--- config.mk ---
export PLATFORM = sky130hd
export DESIGN_NAME = fetch_unit
export DESIGN_NICKNAME = d
export VERILOG_FILES = /design/src/rtl/fetch_unit.sv
export SDC_FILE = /design/constraint.sdc
export NUM_CORES = 1
export LEC_CHECK = 0
export ABC_AREA = 1
export BUFFER_PORTS_ARGS = -buffer_cell sky130_fd_sc_hd__buf_2
export CORE_ASPECT_RATIO = 0.5
export CORE_MARGIN = 3
export CORE_UTILIZATION = 55
export DETAILED_ROUTE_END_ITERATION = 16
export GPL_TIMING_DRIVEN = 0
export MAX_ROUTING_LAYER = met4
export PLACE_DENSITY = 0.74
export RECOVER_POWER = 100
export SKIP_CTS_REPAIR_TIMING = 1
export SLEW_MARGIN = 20
export SYNTH_ARGS = -nofsm -noshare
export SYNTH_HDL_FRONTEND = slang
export SYNTH_SLANG_ARGS = --single-unit
--- constraint.sdc ---
create_clock -name clk_i -period 3.73 [get_ports clk_i]
set_clock_uncertainty 0.05 [all_clocks]
set_input_delay 0.9325 -clock clk_i [delete_from_list [all_inputs] [get_ports clk_i]]
set_output_delay 0.9325 -clock clk_i [all_outputs]
set_load 0.005 [all_outputs]
--- src/rtl/fetch_unit.sv ---
// fetch_unit: in-order instruction fetch front end.
// Issues word-aligned fetches while the buffer has room. Returned words are queued with
// their PCs for decode. A redirect flushes the buffer and discards responses still in flight.
// Optional feature: define FETCH_ALIGN_CHECK_EN to trap misaligned redirect targets.
// A trapped target sets misalign_o and parks the unit in HALT until reset.
// Without FETCH_ALIGN_CHECK_EN the low two target bits are dropped.
module fetch_unit #(
  parameter logic [31:0] RESET_PC = 32'h0000_0000,
  parameter int unsigned DEPTH    = 2
) (
  input  logic        clk_i,
  input  logic        rst_n_i,
  input  logic        incr_pc_i,
  input  logic        redirect_i,
  input  logic [31:0] redirect_pc_i,
  output logic        imem_req_o,
  output logic [31:0] imem_addr_o,
  input  logic        imem_gnt_i,
  input  logic        imem_rvalid_i,
  input  logic [31:0] imem_rdata_i,
  output logic [31:0] d_inst_o,
  output logic        d_valid_o,
  output logic [31:0] d_pc_o,
  output logic        misalign_o
);

  localparam logic [31:0] NOP_INST = 32'h0000_0013;

  typedef enum logic [1:0] {
    BOOT  = 2'd0,
    RUN   = 2'd1,
    FLUSH = 2'd2,
    HALT  = 2'd3
  } state_e;

  state_e      state_r;
  logic [31:0] fetch_pc_r;
  logic [2:0]  outstanding_r;
  logic [2:0]  kill_r;
  logic [2:0]  count_r;
  logic [1:0]  buf_rd_r;
  logic [1:0]  buf_wr_r;
  logic [1:0]  pcq_rd_r;
  logic [1:0]  pcq_wr_r;
  logic [31:0] buf_inst_r [4];
  logic [31:0] buf_pc_r   [4];
  logic [31:0] pcq_r      [4];
  logic        misalign_r;

  logic        req_s;
  logic        grant_s;
  logic        rsp_kill_s;
  logic        rsp_take_s;
  logic        consumed_s;
  logic        pop_s;
  logic [2:0]  redirect_kill_s;
  logic [31:0] redir_target_s;
  logic        redir_misalign_s;

  // Circular pointer advance; the storage is sized for the largest legal DEPTH.
  function automatic logic [1:0] ptr_inc(input logic [1:0] p);
    if (p == 2'(DEPTH - 1)) begin
      return 2'd0;
    end else begin
      return p + 2'd1;
    end
  endfunction

`ifdef FETCH_ALIGN_CHECK_EN
  assign redir_target_s   = redirect_pc_i;
  assign redir_misalign_s = (redirect_pc_i[1:0] != 2'b00);
  assign misalign_o       = misalign_r;
`else
  assign redir_target_s   = redirect_pc_i & 32'hFFFF_FFFC;
  assign redir_misalign_s = 1'b0;
  assign misalign_o       = 1'b0;
`endif

  // Request gating, response classification and pop decision for the current cycle.
  always_comb begin
    req_s = 1'b0;
    if ((state_r == RUN) && !redirect_i &&
        (({1'b0, outstanding_r} + {1'b0, count_r}) < 4'(DEPTH))) begin
      req_s = 1'b1;
    end else begin
      req_s = 1'b0;
    end
    grant_s         = req_s & imem_gnt_i;
    rsp_kill_s      = imem_rvalid_i && (kill_r != 3'd0);
    rsp_take_s      = imem_rvalid_i && (kill_r == 3'd0) && (outstanding_r != 3'd0) &&
                      (state_r == RUN);
    consumed_s      = imem_rvalid_i && ((kill_r != 3'd0) || (outstanding_r != 3'd0));
    pop_s           = incr_pc_i && (count_r != 3'd0);
    // Every request still owed a response after this edge must be discarded.
    redirect_kill_s = kill_r + outstanding_r + {2'b00, grant_s} - {2'b00, consumed_s};
  end

  assign imem_req_o  = req_s;
  assign imem_addr_o = fetch_pc_r;
  assign d_valid_o   = (count_r != 3'd0);
  assign d_inst_o    = d_valid_o ? buf_inst_r[buf_rd_r] : NOP_INST;
  assign d_pc_o      = d_valid_o ? buf_pc_r[buf_rd_r] : 32'h0000_0000;

  // Control FSM with fetch PC, PC queue, instruction buffer and kill tracking.
  always_ff @(posedge clk_i or negedge rst_n_i) begin
    if (!rst_n_i) begin
      state_r       <= BOOT;
      fetch_pc_r    <= RESET_PC;
      outstanding_r <= 3'd0;
      kill_r        <= 3'd0;
      count_r       <= 3'd0;
      buf_rd_r      <= 2'd0;
      buf_wr_r      <= 2'd0;
      pcq_rd_r      <= 2'd0;
      pcq_wr_r      <= 2'd0;
      misalign_r    <= 1'b0;
      for (int i = 0; i < 4; i++) begin
        buf_inst_r[i] <= 32'h0000_0000;
        buf_pc_r[i]   <= 32'h0000_0000;
        pcq_r[i]      <= 32'h0000_0000;
      end
    end else begin
      case (state_r)
        BOOT: begin
          state_r <= RUN;
        end
        RUN, FLUSH: begin
          if (redirect_i) begin
            fetch_pc_r    <= redir_target_s;
            outstanding_r <= 3'd0;
            count_r       <= 3'd0;
            buf_rd_r      <= 2'd0;
            buf_wr_r      <= 2'd0;
            pcq_rd_r      <= 2'd0;
            pcq_wr_r      <= 2'd0;
            if (redir_misalign_s) begin
              misalign_r <= 1'b1;
              kill_r     <= 3'd0;
              state_r    <= HALT;
            end else begin
              kill_r  <= redirect_kill_s;
              state_r <= (redirect_kill_s != 3'd0) ? FLUSH : RUN;
            end
          end else begin
            if (grant_s) begin
              fetch_pc_r      <= fetch_pc_r + 32'd4;
              pcq_r[pcq_wr_r] <= fetch_pc_r;
              pcq_wr_r        <= ptr_inc(pcq_wr_r);
            end
            if (rsp_kill_s) begin
              kill_r <= kill_r - 3'd1;
              if ((state_r == FLUSH) && (kill_r == 3'd1)) begin
                state_r <= RUN;
              end
            end
            if (rsp_take_s) begin
              buf_inst_r[buf_wr_r] <= imem_rdata_i;
              buf_pc_r[buf_wr_r]   <= pcq_r[pcq_rd_r];
              buf_wr_r             <= ptr_inc(buf_wr_r);
              pcq_rd_r             <= ptr_inc(pcq_rd_r);
            end
            if (pop_s) begin
              buf_rd_r <= ptr_inc(buf_rd_r);
            end
            outstanding_r <= outstanding_r + {2'b00, grant_s} - {2'b00, rsp_take_s};
            count_r       <= count_r + {2'b00, rsp_take_s} - {2'b00, pop_s};
          end
        end
        HALT: begin
          state_r <= HALT;
        end
        default: begin
          state_r <= BOOT;
        end
      endcase
    end
  end

endmodule
; ---- After elaboration in Yosys (flattened, before gate mapping)
; Cells that the tools add are included.
[totals]
reg_bits = 435
inputBits = 70
output_inout_bits = 99
word_cells = 131
[op_classes]
addsub = 14
magnitude_cmp = 7
eq_ne = 10
muxes = 42
n_bitwise = 6
n_reduce_logical = 31
[ops]
columns = operator, n
row1 = bitwise mux 128 bit, 3
row2 = 2-to-1 mux 32 bit, 12
row3 = binary-select mux 32 bit (select 2 bit), 3
row4 = demux 32 bit (select 2 bit), 2
row5 = adder 32 x 3 -> 32 bit (second input constant), 1
row6 = 2-to-1 mux 2 bit, 16
row7 = greater-or-equal comparator 3 bit (second input constant), 4
row8 = 2-to-1 mux 3 bit, 4
row9 = inverter 2 -> 3 bit, 4
row10 = nonzero test 3 bit, 4
row11 = logical AND 1 bit, 11
row12 = equality test 2 x 1 -> 1 bit (second input constant), 5
row13 = AND reduction 2 bit, 5
row14 = adder 3 x 1 -> 3 bit, 3
row15 = subtractor 3 x 1 -> 3 bit, 3
row16 = adder 2 x 1 -> 2 bit (second input constant), 4
row17 = nonzero test 2 bit, 4
row18 = less-than comparator 3 x 1 -> 1 bit (second input constant), 2
row19 = != test 3 bit (second input constant), 2
row20 = one-hot mux 2 bit (3 select lines), 1
row21 = AND reduction 3 bit, 2
row22 = adder 3 x 3 -> 4 bit, 1
row23 = equality test 2 bit (second input constant), 2
row24 = less-than comparator 4 x 2 -> 1 bit (second input constant), 1
row25 = 11 further kinds, 11

; ---- Logic depth before layout (Yosys ltp)
[logic_depth]
depth_word = 11
ltp_mapped = 22
ltp_nobuf = 22

; ---- Least setup slack after synthesis
; OpenSTA, ideal clock, no wires.
[synth_timing]
path_type = input port to flip-flop
startpoint = input redirect_i
endpoint = register state_r[1]
setup_time_ps = 116
arrival_ps = 2700
required_time_ps = 3564
path_slack_ps = 863
stages = 19
n_path_buf = 1
path_cell_list = buf_2 -> nor2_1 -> nand2_1 -> nor2_2 -> nand3_1 -> inv_1 -> fa_1 -> inv_1 -> fa_1 -> inv_1 -> nand2_1 -> nand2_1 -> o21ai_0 -> nand2_1 -> nand2_1 -> nand3_1 -> nand2_1 -> nand2_1 -> nand2_1
[synth_between]
elab_chain_cells = 11
elab_cells_between_ends = 14
classes_between = add/sub (2) / eq/ne (2) / mux (4) / bitwise (1) / reduce/logical (5)
[synth_lines]
columns = element, line
row1 = start: declaration, 14  ; input logic redirect_i,
row2 = zero test 1 bit, 82  ; if ((state_r == RUN) && !redirect_i &&
row3 = logical AND 1 bit (2 in series), 82
row4 = 2-to-1 mux 1 bit, 82
row5 = AND 1 bit, 88  ; grant_s = req_s & imem_gnt_i;
row6 = adder 3 x 1 -> 3 bit, 95  ; redirect_kill_s = kill_r + outstanding_r + {2'b00, grant_s} - {2'b00, consumed_s};
row7 = subtractor 3 x 1 -> 3 bit, 95
row8 = nonzero test 3 bit, 142  ; state_r <= (redirect_kill_s != 3'd0) ? FLUSH : RUN;
row9 = 2-to-1 mux 2 bit, 142
row10 = 2-to-1 mux 2 bit, 128  ; if (redirect_i) begin
row11 = one-hot mux 2 bit (3 select lines), 123  ; case (state_r)
row12 = end signal: assignment, 142
row13 = end: declaration, 36  ; state_e state_r;
; Parallel ways exist; a longest one is shown, timed or not.
; A chain may end at the register's enable or synchronous reset.

; ---- Worst setup path after layout
[layout_timing]
startpoint = register buf_rd_r[1]
endpoint = output d_pc_o[21]
[layout_between]
elab_chain_cells = 5
[layout_lines]
columns = element, line
row1 = start: declaration, 41  ; logic [1:0] buf_rd_r;
row2 = start signal: assignment, 163  ; buf_rd_r <= ptr_inc(buf_rd_r);
row3 = inverter 2 -> 3 bit (implied by the code), 102  ; assign d_pc_o = d_valid_o ? buf_pc_r[buf_rd_r] : 32'h0000_0000;
row4 = binary-select mux 32 bit (select 2 bit), 102
row5 = 2-to-1 mux 32 bit (implied by the code) (2 in series), 102
row6 = 2-to-1 mux 32 bit, 102
row7 = end: declaration, 23  ; output logic [31:0] d_pc_o,
; No other way between the ends. The select of a mux whose other input is x is not followed.

==> run metrics <==
status=finished clean; Mapped Avg Cell Area=7.87 um2; ys flop type=dfrtp_1; Core Area=35200 um2; Pre-Repair DR Iteration Count=5; post-DP HPWL=43400 um; Critical R2R Launch=state_r[0]; min Tclk post-route=3550 ps; I/O pins=approximately 170; CP startpoint=buf_rd_r[1]; required time of the critical path=2750 ps; vias=roughly 19000; Layout Utilization=64.1%; die width=approximately 280 um; type of the worst setup path=flop to primary output; grt ovf=0; multi-input logic area=roughly 8300 um2; Yosys top cell area share=52.0%; PortBufs=160; Hold Slack=around 200 ps; Routed Wire Length=about 62000 um; max layer used=met4; Worst-Skew Late Latency=~550 ps; sequential cell area=between 10000 and 15000 um2; WP data arrival=between 2000 and 3000 ps; Num CTS Buffers=38; Min-Delay Path Class=input pin to async pin; post-synthesis cell area=20100 um2; routed wl met2=27700 um; Die ar.=slightly below 40000 um2; RSZ-0062 raised after global routing=false; first-pass GRT wire length=just under 100000 um; Final setup viols=0; Die Ht=141 um; DR iter-0 viols=2029; distinct cell type count of the synthesized netlist=39; CTS max path bufs=3; root buf cell=clkbuf_16; commonest non-fill, non-tap cell in the layout=nand2_1; met3 wire length=slightly below 6000 um; EDFF count, synth=0; Post-DP Area=21700 um2; yosys warns=0; Cells after Synth=~2600; largest net degree at the start of global routing=97; Tcrit/Tclk final=95.2%; Vias per Instance=5.74; Worst VDD drop=between 300 and 400 uV; CP max FO=10; cell taking the most area after synthesis=dfrtp_1; final cell area excluding filler cells=between 20000 and 25000 um2; CTS tree=built; delay-heaviest family, CP=buffers and inverters; most frequent cells in the layout=nand2_1 (746), o21ai_0 (434), dfrtp_1 (416); H-tree levels=2; fill count=~3200; Pins Over Slew Limit=0; vias in the first global route=roughly 18000; post-route ant nets=0; PwrDens=673 nW/um2; final hold violations=0; Final GP Congestion=0.952; fmax=0.282 GHz; CP peak stage delay=~700 ps; Area growth syn-to-layout=12.4%; FF+latch count, synth=~420; M1 WL=around 27000 um; clk sinks=417; overall power=around 0.015 W; r2r setup slk=270 ps; Slew @ Worst Pin=~1200 ps; total of max-cap violations=0; relative slew slack=between 20% and 30%; sequential share of the synthesized area=a little over 50%; fraction of layout cells with a size suffix above 1=under 10%; largest cells by area after synthesis=dfrtp_1 (52%), nand2_1 (14%), nor2_1 (6.6%); ys async rst share=100%; Leakage=10.7 nW; Rows=48; Post-route DRC=0; worst-path cell with the longest stage delay=dfrtp_1; crit start category=flop; drt wl/cell=between 15 and 20 um; Initial Util=a little under three fifths; Critical Path Sink Type=primary output; critical path cell sequence=inv_2 > clkbuf_1 > nor2_1 > o21ai_0 > a21oi_1 > clkbuf_2; # nets final=roughly 2900; Clk pin slew, worst setup/hold paths=roughly 70 ps; initial antenna violation count=1; Tot GR Track Use=between 30% and 40%; critical path buffer and inverter count=3
layout make-up:
class                           count  area share [%]
Multi-Input combinational cell   1855            37.0
Clock inverter                      7           0.294
Timing Repair Buffer              166            3.75
Clock buffer                       60            5.16
Sequential cell                   417            46.2
Inverter                          113            1.90
Antenna cell                        1          0.0111
Tap cell                          475            2.63
Buffer                            170            3.05
final timing paths:
| path | to | depth (start not counted) |
|---|---|---|
| min in group clk_i | pcq_r[66] | 2 |
| min reg2reg | pcq_r[66] | 2 |
| max in group asynchronous | pcq_r[115] | 6 |
| min | buf_inst_r[7] | 1 |
| max | d_pc_o[21] | 6 |
| max reg2reg | buf_inst_r[78] | 10 |
kinds of logic (layout without fill, tap and decap cells):
group,Yosys count,in the layout,share of synthesized area (%)
AND/OR/NAND/NOR,1227,1227,24.2
AO/OA/AOI/OAI,597,597,15.8
flip-flops,417,417,52.0
buffers and inverters,285,516,6.27
adder cells (fa/ha/maj),21,21,1.50
XOR/XNOR,5,5,0.218
other,1,6,0.0187
sequential cells by signal (all words and copies together), names as in the netlist:
register / flops
kill_r: 3
buf_wr_r: 2
outstanding_r: 3
buf_pc_r: 120
buf_inst_r: 128
pcq_r: 120
pcq_rd_r: 2
count_r: 3
pcq_wr_r: 2
buf_rd_r: 2
state_r: 2
imem_addr_o: 30
where the power goes:
group | switching [W] | leakage (nW) | internal [W] | total [W]
clock | 0.00175 | 0.606 | 0.00222 | 0.00396
sequential | 0.000822 | 5.72 | 0.00529 | 0.00611
combinational | 0.00348 | 4.38 | 0.00163 | 0.00511
total | 0.00605 | 10.7 | 0.00914 | 0.0152
cell usage after synthesis (all sizes together) (2+ instances only):
cell type and count:
clkbuf 126, ha 16, buf 46, nor2 355
o311ai 3, inv 110, xnor2 2, nand2 747
dfrtp 417, clkinv 3, xor2 3, a32o 30
nand3b 2, fa 5, nor3 5, or2 2
o21ai 465, nand4 7, nand3 108, a21oi 94
layer usage:
metal | track usage (%) | up-vias
li1 | - | 8706
met1 | 45.1 | 9047
met2 | 50.2 | 825
met3 | 7.65 | 143
met4 | 8.93 | 0
met5 | - | -
per-stage QoR:
step / worst slack, ps / instances / TNS [ps]
final: 178 / 3264 / 0
after global routing: 39.4 / 3264 / 0
after global placement: -6660 / 3192 / -2745600
after detailed placement: 313 / 3198 / 0
after CTS: -261 / 3265 / -5820
after floorplan: 863 / 2557 / 0
Power figures use the tool's default switching activity.
